**src/rtl/alarm_tone_decoder_if.sv**
```systemverilog
`timescale 1ns/1ps
// Interface bundle for alarm_tone_decoder: enable and audio line towards the
// decoder, tone measurement results back to the consumer.
interface alarm_tone_decoder_if #(
  parameter int PERIOD_W = 20
);
  logic                en;
  logic                audio_in;
  logic [PERIOD_W-1:0] half_period;
  logic                locked;
  logic                tone_start;
  logic                tone_end;
  logic [4:0]          tone_eighths;
  logic                silence;

  modport master (
    output en, audio_in,
    input  half_period, locked, tone_start, tone_end, tone_eighths, silence
  );

  modport slave (
    input  en, audio_in,
    output half_period, locked, tone_start, tone_end, tone_eighths, silence
  );
endinterface

```
**src/rtl/alarm_tone_decoder.sv**
```systemverilog
`timescale 1ns/1ps
// alarm_tone_decoder: samples a square-wave audio line, measures its
// half-period in clk cycles, locks onto stable tones and reports each tone's
// half-period and duration in eighth-second units.
// Build option: define GLITCH_FILTER_EN to insert a deglitch stage after the
// synchronizer (level must differ for 4 consecutive cycles before it moves).
module alarm_tone_decoder #(
  parameter int CLK_FREQ       = 100_000_000,
  parameter int PERIOD_W       = 20,
  parameter int STABLE_CNT     = 4,
  parameter int TOL_SHIFT      = 4,
  parameter int SILENCE_CYCLES = 2_000_000,
  parameter int DUR_DIV        = CLK_FREQ / 8
) (
  input  logic                 clk,
  input  logic                 rst,
  alarm_tone_decoder_if.slave  bus
);

  // The edge counter must be able to reach SILENCE_CYCLES even when that
  // exceeds the half-period width; measurements are clamped to PERIOD_W.
  localparam int SIL_W  = $clog2(SILENCE_CYCLES + 1);
  localparam int CNT_W  = (SIL_W > PERIOD_W) ? SIL_W : PERIOD_W;
  localparam int TICK_W = (DUR_DIV > 1) ? $clog2(DUR_DIV) : 1;

  typedef enum logic [1:0] {IDLE, ACQUIRE, LOCKED} state_t;

  function automatic logic [CNT_W-1:0] sat_inc_cnt(input logic [CNT_W-1:0] v);
    return (v == {CNT_W{1'b1}}) ? v : v + CNT_W'(1);
  endfunction

  function automatic logic [4:0] sat_inc_eighths(input logic [4:0] v);
    return (v == 5'd31) ? v : v + 5'd1;
  endfunction

  function automatic logic [PERIOD_W-1:0] sat_meas(input logic [CNT_W-1:0] v);
    if (v > CNT_W'({PERIOD_W{1'b1}})) return {PERIOD_W{1'b1}};
    return v[PERIOD_W-1:0];
  endfunction

  function automatic logic [PERIOD_W-1:0] abs_diff(input logic [PERIOD_W-1:0] a,
                                                   input logic [PERIOD_W-1:0] b);
    return (a >= b) ? (a - b) : (b - a);
  endfunction

  logic                aud_p0, aud_p1, aud_p2;
  logic                lvl;
  logic                edge_det;
  logic [CNT_W-1:0]    hp_cnt_q;
  logic [PERIOD_W-1:0] meas;
  logic                in_tol;
  logic                timeout;

  state_t              state_q, state_d;
  logic                first_q, first_d;
  logic [3:0]          match_q, match_d;
  logic [PERIOD_W-1:0] ref_q, ref_d;

  logic [TICK_W-1:0]   tick_q, tick_d;
  logic [4:0]          eighths_q, eighths_d;
  logic [PERIOD_W-1:0] half_period_q, half_period_d;
  logic                locked_q, locked_d;
  logic                tone_start_q, tone_start_d;
  logic                tone_end_q, tone_end_d;

  // --- stage p0/p1: two-flop synchronizer for the asynchronous audio line
  always_ff @(posedge clk or posedge rst) begin
    if (rst) begin
      aud_p0 <= 1'b0;
      aud_p1 <= 1'b0;
    end else if (!bus.en) begin
      aud_p0 <= 1'b0;
      aud_p1 <= 1'b0;
    end else begin
      aud_p0 <= bus.audio_in;
      aud_p1 <= aud_p0;
    end
  end

`ifdef GLITCH_FILTER_EN
  logic       filt_q;
  logic [1:0] gcnt_q;

  // Deglitch: follow the synchronized level only after it differs for 4 cycles
  always_ff @(posedge clk or posedge rst) begin
    if (rst) begin
      filt_q <= 1'b0;
      gcnt_q <= 2'd0;
    end else if (!bus.en) begin
      filt_q <= 1'b0;
      gcnt_q <= 2'd0;
    end else if (aud_p1 != filt_q) begin
      if (gcnt_q == 2'd3) begin
        filt_q <= aud_p1;
        gcnt_q <= 2'd0;
      end else begin
        gcnt_q <= gcnt_q + 2'd1;
      end
    end else begin
      gcnt_q <= 2'd0;
    end
  end

  assign lvl = filt_q;
`else
  assign lvl = aud_p1;
`endif

  // --- stage p2: delayed level for edge detection (both polarities)
  always_ff @(posedge clk or posedge rst) begin
    if (rst)          aud_p2 <= 1'b0;
    else if (!bus.en) aud_p2 <= 1'b0;
    else              aud_p2 <= lvl;
  end

  assign edge_det = lvl ^ aud_p2;

  // Half-period counter: restarts on every edge, saturates while silent
  always_ff @(posedge clk or posedge rst) begin
    if (rst)           hp_cnt_q <= '0;
    else if (!bus.en)  hp_cnt_q <= '0;
    else if (edge_det) hp_cnt_q <= '0;
    else               hp_cnt_q <= sat_inc_cnt(hp_cnt_q);
  end

  assign meas    = sat_meas(hp_cnt_q);
  assign in_tol  = abs_diff(meas, ref_q) <= (ref_q >> TOL_SHIFT);
  assign timeout = hp_cnt_q >= CNT_W'(SILENCE_CYCLES);

  // FSM state register together with acquisition bookkeeping
  always_ff @(posedge clk or posedge rst) begin
    if (rst) begin
      state_q <= IDLE;
      first_q <= 1'b0;
      match_q <= 4'd0;
      ref_q   <= '0;
    end else if (!bus.en) begin
      state_q <= IDLE;
      first_q <= 1'b0;
      match_q <= 4'd0;
      ref_q   <= '0;
    end else begin
      state_q <= state_d;
      first_q <= first_d;
      match_q <= match_d;
      ref_q   <= ref_d;
    end
  end

  // Next state: silence timeout wins; an edge arriving with it restarts acquisition
  always_comb begin
    state_d = state_q;
    first_d = first_q;
    match_d = match_q;
    ref_d   = ref_q;
    if (timeout) begin
      if (edge_det) begin
        state_d = ACQUIRE;
        first_d = 1'b1;
        match_d = 4'd0;
      end else begin
        state_d = IDLE;
      end
    end else if (edge_det) begin
      unique case (state_q)
        IDLE: begin
          state_d = ACQUIRE;
          first_d = 1'b1;
          match_d = 4'd0;
        end
        ACQUIRE: begin
          if (first_q) begin
            ref_d   = meas;
            match_d = 4'd1;
            first_d = 1'b0;
          end else if (in_tol) begin
            match_d = match_q + 4'd1;
          end else begin
            ref_d   = meas;
            match_d = 4'd1;
          end
          if (match_d == 4'(STABLE_CNT)) state_d = LOCKED;
        end
        LOCKED: begin
          // Reference is frozen while locked; only a far-off edge breaks lock
          if (!in_tol) begin
            state_d = ACQUIRE;
            ref_d   = meas;
            match_d = 4'd1;
            first_d = 1'b0;
          end
        end
        default: state_d = IDLE;
      endcase
    end
  end

  // Outputs: lock/unlock pulses from state transitions, duration ticking while locked
  always_comb begin
    half_period_d = half_period_q;
    locked_d      = (state_d == LOCKED);
    tone_start_d  = (state_q != LOCKED) && (state_d == LOCKED);
    tone_end_d    = (state_q == LOCKED) && (state_d != LOCKED);
    tick_d        = tick_q;
    eighths_d     = eighths_q;
    if (tone_start_d) begin
      half_period_d = ref_d;
      tick_d        = '0;
      eighths_d     = 5'd0;
    end else if (state_q == LOCKED) begin
      if (tick_q == TICK_W'(DUR_DIV - 1)) begin
        tick_d    = '0;
        eighths_d = sat_inc_eighths(eighths_q);
      end else begin
        tick_d = tick_q + TICK_W'(1);
      end
    end
  end

  // Output and duration registers
  always_ff @(posedge clk or posedge rst) begin
    if (rst) begin
      half_period_q <= '0;
      locked_q      <= 1'b0;
      tone_start_q  <= 1'b0;
      tone_end_q    <= 1'b0;
      tick_q        <= '0;
      eighths_q     <= 5'd0;
    end else if (!bus.en) begin
      half_period_q <= '0;
      locked_q      <= 1'b0;
      tone_start_q  <= 1'b0;
      tone_end_q    <= 1'b0;
      tick_q        <= '0;
      eighths_q     <= 5'd0;
    end else begin
      half_period_q <= half_period_d;
      locked_q      <= locked_d;
      tone_start_q  <= tone_start_d;
      tone_end_q    <= tone_end_d;
      tick_q        <= tick_d;
      eighths_q     <= eighths_d;
    end
  end

  assign bus.half_period  = half_period_q;
  assign bus.locked       = locked_q;
  assign bus.tone_start   = tone_start_q;
  assign bus.tone_end     = tone_end_q;
  assign bus.tone_eighths = eighths_q;
  assign bus.silence      = (state_q == IDLE);

endmodule

```
**src/flat_wrapper.sv**
```systemverilog
// flat-port wrapper written by rule: the top's interface ports become plain ports
module alarm_tone_decoder_flat 
#(
  parameter int CLK_FREQ       = 100_000_000,
  parameter int PERIOD_W       = 20,
  parameter int STABLE_CNT     = 4,
  parameter int TOL_SHIFT      = 4,
  parameter int SILENCE_CYCLES = 2_000_000,
  parameter int DUR_DIV        = CLK_FREQ / 8
)
  (clk, rst, bus_en, bus_audio_in, bus_half_period, bus_locked, bus_tone_start, bus_tone_end, bus_tone_eighths, bus_silence);
  alarm_tone_decoder_if #(.PERIOD_W(PERIOD_W)) bus_i ();
  input  logic clk;
  input  logic rst;
  input wire logic [$bits(bus_i.en)-1:0] bus_en;
  input wire logic [$bits(bus_i.audio_in)-1:0] bus_audio_in;
  output wire logic [$bits(bus_i.half_period)-1:0] bus_half_period;
  output wire logic [$bits(bus_i.locked)-1:0] bus_locked;
  output wire logic [$bits(bus_i.tone_start)-1:0] bus_tone_start;
  output wire logic [$bits(bus_i.tone_end)-1:0] bus_tone_end;
  output wire logic [$bits(bus_i.tone_eighths)-1:0] bus_tone_eighths;
  output wire logic [$bits(bus_i.silence)-1:0] bus_silence;
  assign bus_i.en = bus_en;
  assign bus_i.audio_in = bus_audio_in;
  assign bus_half_period = bus_i.half_period;
  assign bus_locked = bus_i.locked;
  assign bus_tone_start = bus_i.tone_start;
  assign bus_tone_end = bus_i.tone_end;
  assign bus_tone_eighths = bus_i.tone_eighths;
  assign bus_silence = bus_i.silence;
  alarm_tone_decoder #(.CLK_FREQ(CLK_FREQ), .PERIOD_W(PERIOD_W), .STABLE_CNT(STABLE_CNT), .TOL_SHIFT(TOL_SHIFT), .SILENCE_CYCLES(SILENCE_CYCLES), .DUR_DIV(DUR_DIV)) u_core (.clk(clk), .rst(rst), .bus(bus_i));
endmodule
```
**config.mk**
```make
export PLATFORM = sky130hd
export DESIGN_NAME = alarm_tone_decoder_flat
export DESIGN_NICKNAME = d
export VERILOG_FILES = /design/src/rtl/alarm_tone_decoder_if.sv /design/src/rtl/alarm_tone_decoder.sv /design/src/flat_wrapper.sv
export SDC_FILE = /design/constraint.sdc
export NUM_CORES = 1
export LEC_CHECK = 0
export ABC_AREA = 1
export CORE_UTILIZATION = 45
export CTS_CLUSTER_SIZE = 20
export DETAILED_ROUTE_END_ITERATION = 7
export PLACE_DENSITY = 0.65
export SYNTH_ARGS = -nofsm -noshare
export SYNTH_HDL_FRONTEND = slang
export SYNTH_SLANG_ARGS = --single-unit
```
**constraint.sdc**
```tcl
create_clock -name clk -period 7.6 [get_ports clk]
set_input_delay 1.14 -clock clk [delete_from_list [all_inputs] [get_ports clk]]
set_output_delay 1.14 -clock clk [all_outputs]
set_load 0.1 [all_outputs]
```
==> flow_summary.yaml, run 1 <==
logic_synthesis:
  yosysTopAreaCellShare: 0.285
  synth-warning-count: 0
  postSynthCellCount: 1388
  async_flop_share: 1.00
  synth-edff-count: 0
  ys_ff_latch: 103
  yosysSeqAreaShare: 0.285
  synth_cell_types: 50
  synthFlopType: "dfrtp_1"
  syn-cell-area_sq_um: 9040
  synth_area_leaders: "dfrtp_1 (29%), nand2_1 (17%), inv_1 (9.5%)"
  syn_area_per_cell_sq_um: 6.51
  syn_nets: 1460
  synth_top_cell_by_area: "dfrtp_1"
timing:
  fin_hold_ws_ns: 0.489
  min_period_over_period: 0.902
  slew_headroom: 0.338
  finClkSkew_ns: 0.0115
  setup_slack_ns: 0.749
  hold_violations: 0
  tightest_slew_ns: 0.990
  finalMaxSlewViolations: 0
  final.min_clock_period_ns: 6.85
  setup_viol: 0
  max_freq_mhz: 146
layout:
  diodes: 0
  syn2layout_area_growth_pct: 12.0
  drive_above_1_share: 0.0589
  instances_no_fill: 1673
  final_common_cell: "nand2_1"
  most-common-layout-cells: "nand2_1 (408), inv_1 (227), nor2_1 (102), dfrtp_1 (102), nand3_1 (74)"
  layout.nets: 1476
  utilization: 0.517
worst_setup_path:
  crit_slowest_cell: "dfrtp_2"
  arrival_ns: 7.13
  worstReg2RegEnd: "u_core.bus.tone_eighths[1]$_DFFE_PP0P_"
  start_kind: "flop"
  r2r_setup_slack_ns: 0.75
  reg2regPathDepth: 45
  worstPathRequired_ns: 7.88
  rr_startpoint: "u_core.hp_cnt_q[0]$_DFFE_PP0P_"
  critPathMaxFanout: 36
  path_class: "flop to flop"
  cp_slowest_stage_delay_ns: 0.41
  crit_top_cell: "nand2_1"
  end_kind: "flop"
clock_network:
  ctsHoldBuffers: 0
  cts_tree: "yes"
  clockRootBuffer: "clkbuf_16"
  cts_made_buffers: 9
  cts.path.max_buffers: 2
  clock-sinks: 103
  clk_pin_slew_ns: 0.08
  h-tree-depth: 3
  worstSkewPairLatency_ns: 0.35
die:
  die_w_um: 144
  start_util: 0.461
  core_sq_um: 19600
  ios: 33
  rows: 51
  floorplan.die_area_sq_um: 20700
  die_h_um: 144
power:
  p_per_area_nw_per_um2: 230
  leakage_nw: 4.94
  ir_drop_mv: 0.126
  finalPower_mw: 2.33
route:
  via_per_inst: 5.36
  num_vias: 8963
  wire_per_inst_um: 15.5
  ant_nets: 0
  drt_pre_antenna_iters: 6
  initialDrtViolationCount: 628
  drt_wl_total_mm: 25.9
  drc: 0
global_routing:
  overflow: 0
  antenna_found_initial: 0
  grt_pass1_wl_mm: 43.0
  grt_max_degree: 73
  grt_usage: 0.266
  grt_pass1_vias: 8520
place:
  dp_cells: 1653
  dp_hpwl_mm: 19.8
  port_buffers: 32
  place.gp.congestion: 0.942
  place_ws_ns: 0.242
min_path:
  worstHoldStart: "u_core.aud_p1$_DFF_PP0_"
  hold_end: "u_core.aud_p2$_DFF_PP0_"
  hold_class: "flop to flop"
  whs_path_depth: 2
flow_run:
  cap_violations: 0
outcome:
  status: "finished, final reports clean"
[sequential cells by signal, summed over array words and instances (netlist names)]
name / count
u_core.tick_q: 24
u_core.state_q: 2
u_core.aud_p0: 1
u_core.bus.tone_end: 1
u_core.aud_p1: 1
u_core.hp_cnt_q: 21
u_core.bus.locked: 1
u_core.bus.half_period: 20
u_core.aud_p2: 1
u_core.bus.tone_eighths: 5
u_core.first_q: 1
u_core.ref_q: 20
u_core.match_q: 4
u_core.bus.tone_start: 1
[layout make-up]
class                      count  area [sq um]
multi-input combinational   1011          5550
tap                          265           332
clock inverter                 6          86.3
inverter                     230           892
timing repair buffer          49           455
fill                        2001          9470
clock buffer                   9           225
sequential                   103          2580
[how the worst max path moves through the flow]
stage	start	to	slack [ns]
2_1_floorplan	u_core.hp_cnt_q[0]$_DFFE_PP0P_	u_core.bus.tone_eighths[0]$_DFFE_PP0P_	1.89
3_3_place_gp	u_core.hp_cnt_q[0]$_DFFE_PP0P_	u_core.bus.tone_eighths[3]$_DFFE_PP0P_	0.43
3_5_place_dp	u_core.hp_cnt_q[0]$_DFFE_PP0P_	u_core.bus.tone_eighths[1]$_DFFE_PP0P_	0.24
4_1_cts	u_core.hp_cnt_q[0]$_DFFE_PP0P_	u_core.bus.tone_eighths[1]$_DFFE_PP0P_	0.19
5_1_grt	u_core.hp_cnt_q[0]$_DFFE_PP0P_	u_core.bus.tone_eighths[2]$_DFFE_PP0P_	-0.06
6_report	u_core.hp_cnt_q[0]$_DFFE_PP0P_	u_core.bus.tone_eighths[1]$_DFFE_PP0P_	0.75
[logic make-up after synthesis]
| family | Yosys count | synth area share |
|---|---|---|
| DFF | 103 | 0.285 |
| AOI/OAI and AO/OA | 201 | 0.130 |
| muxes | 4 | 0.00457 |
| buffers and inverters | 274 | 0.117 |
| and+or+nand+nor | 698 | 0.328 |
| adders and majority gates | 68 | 0.0958 |
| xor gates and xnor gates | 40 | 0.0388 |
[critical path: cells and delay by family, from the launching register on]
kind / cells / cell delay (ns)
xor gates and xnor gates: 1 / 0.16
muxes: 1 / 0.38
DFF: 1 / 0.41
and+or+nand+nor: 28 / 3.26
buffers and inverters: 7 / 0.86
AOI/OAI and AO/OA: 5 / 0.76
adders and majority gates: 3 / 0.89
[per-stage QoR]
stage | area, sq um | TNS, ns
floorplan | 9040 | 0
global placement | 9580 | 0
detailed placement | 9580 | 0
CTS | 9890 | 0
global route | 10100 | -0.272
finish | 10100 | 0
[repair_timing]
action                     in CTS  in global routing
buffers inserted                0                  5
gates resized for setup         0                 50
setup endpoints to repair       0                 74
[Yosys cell counts (all sizes together) (6+ instances only)]
cell type,n
nand2,412
inv,230
nor2,128
dfrtp,103
o21ai,80
nand3,78
ha,66
a21oi,51
nand4,38
clkbuf,29
xor2,27
a31oi,24
nor3,20
o211ai,18
buf,15
nor4,14
xnor2,13
o31ai,6
[report_power, final]
part | total (mW) | internal (mW) | switching (mW)
Combinational | 1.24 | 0.427 | 0.808
Sequential | 0.597 | 0.572 | 0.0254
Clock | 0.498 | 0.287 | 0.211
[metal layers]
layer  up-vias  global-route usage  wire length, um
met1      4194               0.373            12100
met3        27              0.0243             1240
met2       238               0.436            12100
li1       4504                   -                -
met4         0              0.0722              434
met5         -                   0                0
No activity file was read; power rests on OpenSTA's default activity.
==> inputs of run 2 (changes only) <==
--- a/config.mk
+++ b/config.mk
@@ -9,7 +9,8 @@
 export CORE_UTILIZATION = 45
 export CTS_CLUSTER_SIZE = 20
 export DETAILED_ROUTE_END_ITERATION = 7
-export PLACE_DENSITY = 0.65
+export DONT_BUFFER_PORTS = 1
+export PLACE_DENSITY = 0.63
 export SYNTH_ARGS = -nofsm -noshare
 export SYNTH_HDL_FRONTEND = slang
 export SYNTH_SLANG_ARGS = --single-unit
==> run 2 against run 1 <==
Wire length fell by 1.2%; core utilization fell by 2.6 points; clock-buffer cell count did not move; worst setup slack got worse by 0.0052 ns; critical path type unchanged; critical endpoint is now u_core.tick_q[14]$_DFFE_PP0P_.
==> flow_summary.yaml, run 2 (synthesis results as in run 1) <==
power:
  p_per_area_nw_per_um2: 230
  ir_drop_mv: 0.130
  leakage_nw: 4.76
layout:
  diodes: 0
  most-common-layout-cells: "nand2_1 (407), inv_1 (227), nor2_1 (109)"
  reg_top3: "u_core.tick_q x24, u_core.hp_cnt_q x21"
  design_area_sq_um: 9620
  top_register: "u_core.tick_q"
  layout.nets: 1439
  nFillCells: 2055
  final_common_cell: "nand2_1"
  drive_above_1_share: 0.0466
  syn2layout_area_growth_pct: 6.44
  largest_reg_flops: 24
timing:
  min_period_over_period: 0.902
  slew_headroom: 0.258
  finalMaxSlewViolations: 0
  setup_viol: 0
  rsz0062_at_grt: "false"
  hold_violations: 0
  tightest_slew_ns: 1.11
  tns_ns: 0
  final.min_clock_period_ns: 6.86
  finClkSkew_ns: 0.0110
  max_freq_mhz: 146
worst_setup_path:
  path_class: "flop to flop"
  end_kind: "flop"
  cp_slowest_stage_delay_ns: 0.43
  rr_startpoint: "u_core.hp_cnt_q[0]$_DFFE_PP0P_"
  worstPathRequired_ns: 7.87
  crit_top_cell: "nand2_1"
  critPathMaxFanout: 19
  worstReg2RegEnd: "u_core.tick_q[14]$_DFFE_PP0P_"
  reg2regPathDepth: 43
  arrival_ns: 7.13
  start_kind: "flop"
  r2r_setup_slack_ns: 0.74
  crit_slowest_cell: "dfrtp_1"
clock_network:
  clock-sinks: 103
  cts_tree: "yes"
  cts_setup_buffers: 0
  clk_pin_slew_ns: 0.08
  cts.path.max_buffers: 2
  clockRootBuffer: "clkbuf_16"
  cts_made_buffers: 9
  h-tree-depth: 3
  worstSkewPairLatency_ns: 0.36
die:
  die_h_um: 144
  start_util: 0.461
  die_w_um: 144
  floorplan.die_area_sq_um: 20700
  core_sq_um: 19600
  rows: 51
  ios: 33
outcome:
  status: "finished, final reports clean"
route:
  wl_met1_mm: 12.0
  wl_met3_mm: 1.19
  drt_wl_total_mm: 25.6
  drt_pre_antenna_iters: 5
  wl_met2_mm: 11.7
  num_vias: 8698
  via_per_inst: 5.31
  initialDrtViolationCount: 678
  wire_per_inst_um: 15.6
  ant_nets: 0
  dr.max_layer_used: "met4"
  drc: 0
place:
  placed_area_sq_um: 9260
  dp_hpwl_mm: 19.6
  port_buffers: 0
  place.gp.congestion: 0.972
min_path:
  hold_end: "u_core.aud_p1$_DFF_PP0_"
  worstHoldStart: "u_core.aud_p0$_DFF_PP0_"
  hold_class: "flop to flop"
  whs_path_depth: 2
global_routing:
  antenna_found_initial: 0
  grt_pass1_wl_mm: 41.7
  grt_pass1_vias: 8213
  grt_max_degree: 72
  overflow: 0
  grt_usage: 0.258
flow_run:
  cap_violations: 0
==> run 2: cell types whose count changed in the layout (fill, tap and decap cells not counted), moves of 3 or more <==
cell / previous run / this run
nor2_4: 7 / 3
bufinv_16: 3 / 0
nor2_2: 19 / 16
ha_2: 4 / 0
buf_4: 16 / 11
clkdlybuf4s50_1: 31 / 0
ha_1: 61 / 66
nor2_1: 102 / 109
==> run 2: metal layers <==
layer	vias up	global-route usage
met5	-	0
li1	4437	-
met3	38	0.0240
met1	3994	0.360
met4	0	0.0929
met2	229	0.416
==> run 2: final cells by class <==
| type | instances | area [sq um] | area share |
|---|---|---|---|
| Clock buffer | 9 | 225 | 0.0234 |
| Inverter | 230 | 871 | 0.0905 |
| Timing Repair Buffer | 11 | 82.6 | 0.00859 |
| Clock inverter | 7 | 56.3 | 0.00585 |
| Multi-Input combinational cell | 1012 | 5470 | 0.569 |
| Tap cell | 265 | 332 | 0.0345 |
| Sequential cell | 103 | 2580 | 0.268 |
==> run 2: how the worst max path moves through the flow <==
stage,startpoint,endpoint,slack (ns),depth (start not counted)
2_1_floorplan,u_core.hp_cnt_q[0]$_DFFE_PP0P_,u_core.bus.tone_eighths[0]$_DFFE_PP0P_,1.89,48
3_5_place_dp,u_core.hp_cnt_q[0]$_DFFE_PP0P_,u_core.bus.tone_eighths[0]$_DFFE_PP0P_,0.56,45
5_1_grt,u_core.hp_cnt_q[1]$_DFFE_PP0P_,u_core.tick_q[14]$_DFFE_PP0P_,0.08,40
4_1_cts,u_core.hp_cnt_q[0]$_DFFE_PP0P_,u_core.bus.tone_eighths[0]$_DFFE_PP0P_,0.52,45
3_3_place_gp,u_core.hp_cnt_q[0]$_DFFE_PP0P_,u_core.bus.tone_eighths[0]$_DFFE_PP0P_,0.68,45
6_report,u_core.hp_cnt_q[0]$_DFFE_PP0P_,u_core.tick_q[14]$_DFFE_PP0P_,0.74,43
==> run 2: power by group <==
part           switching, mW  internal, mW  total, mW  leakage (nW)
logic                  0.711         0.388       1.10          3.20
clock network          0.219         0.226      0.446         0.142
registers              0.102         0.569      0.671          1.42
==> run 2: repair_timing <==
item,4_1_cts,5_1_grt
hold buffers,0,0
setup endpoints to repair,0,45
resized for setup,0,22
==> run 2: per-stage QoR <==
step / setup WS [ns] / hold WS, ns / util / power [mW] / std cells
final: 0.743 / 0.460 / 0.491 / 2.22 / 1637
after global placement: 0.681 / 0.429 / 0.473 / 1.76 / 1620
after detailed placement: 0.559 / 0.435 / 0.473 / 1.76 / 1620
after global routing: 0.0850 / 0.483 / 0.491 / 2.39 / 1637
after CTS: 0.519 / 0.463 / 0.487 / 2.21 / 1636
after floorplan: 1.89 / 0.413 / - / 1.50 / 1388
==> run 2: worst max-delay path: cells and delay by family, from the launching register on <==
family          cells  cell delay [ns]
simple gates       25             3.18
xor+xnor            1             0.16
flops               1             0.43
compound gates      6             0.97
buf+inv             7             0.74
mux                 1             0.38
fa+ha+maj           3             0.90
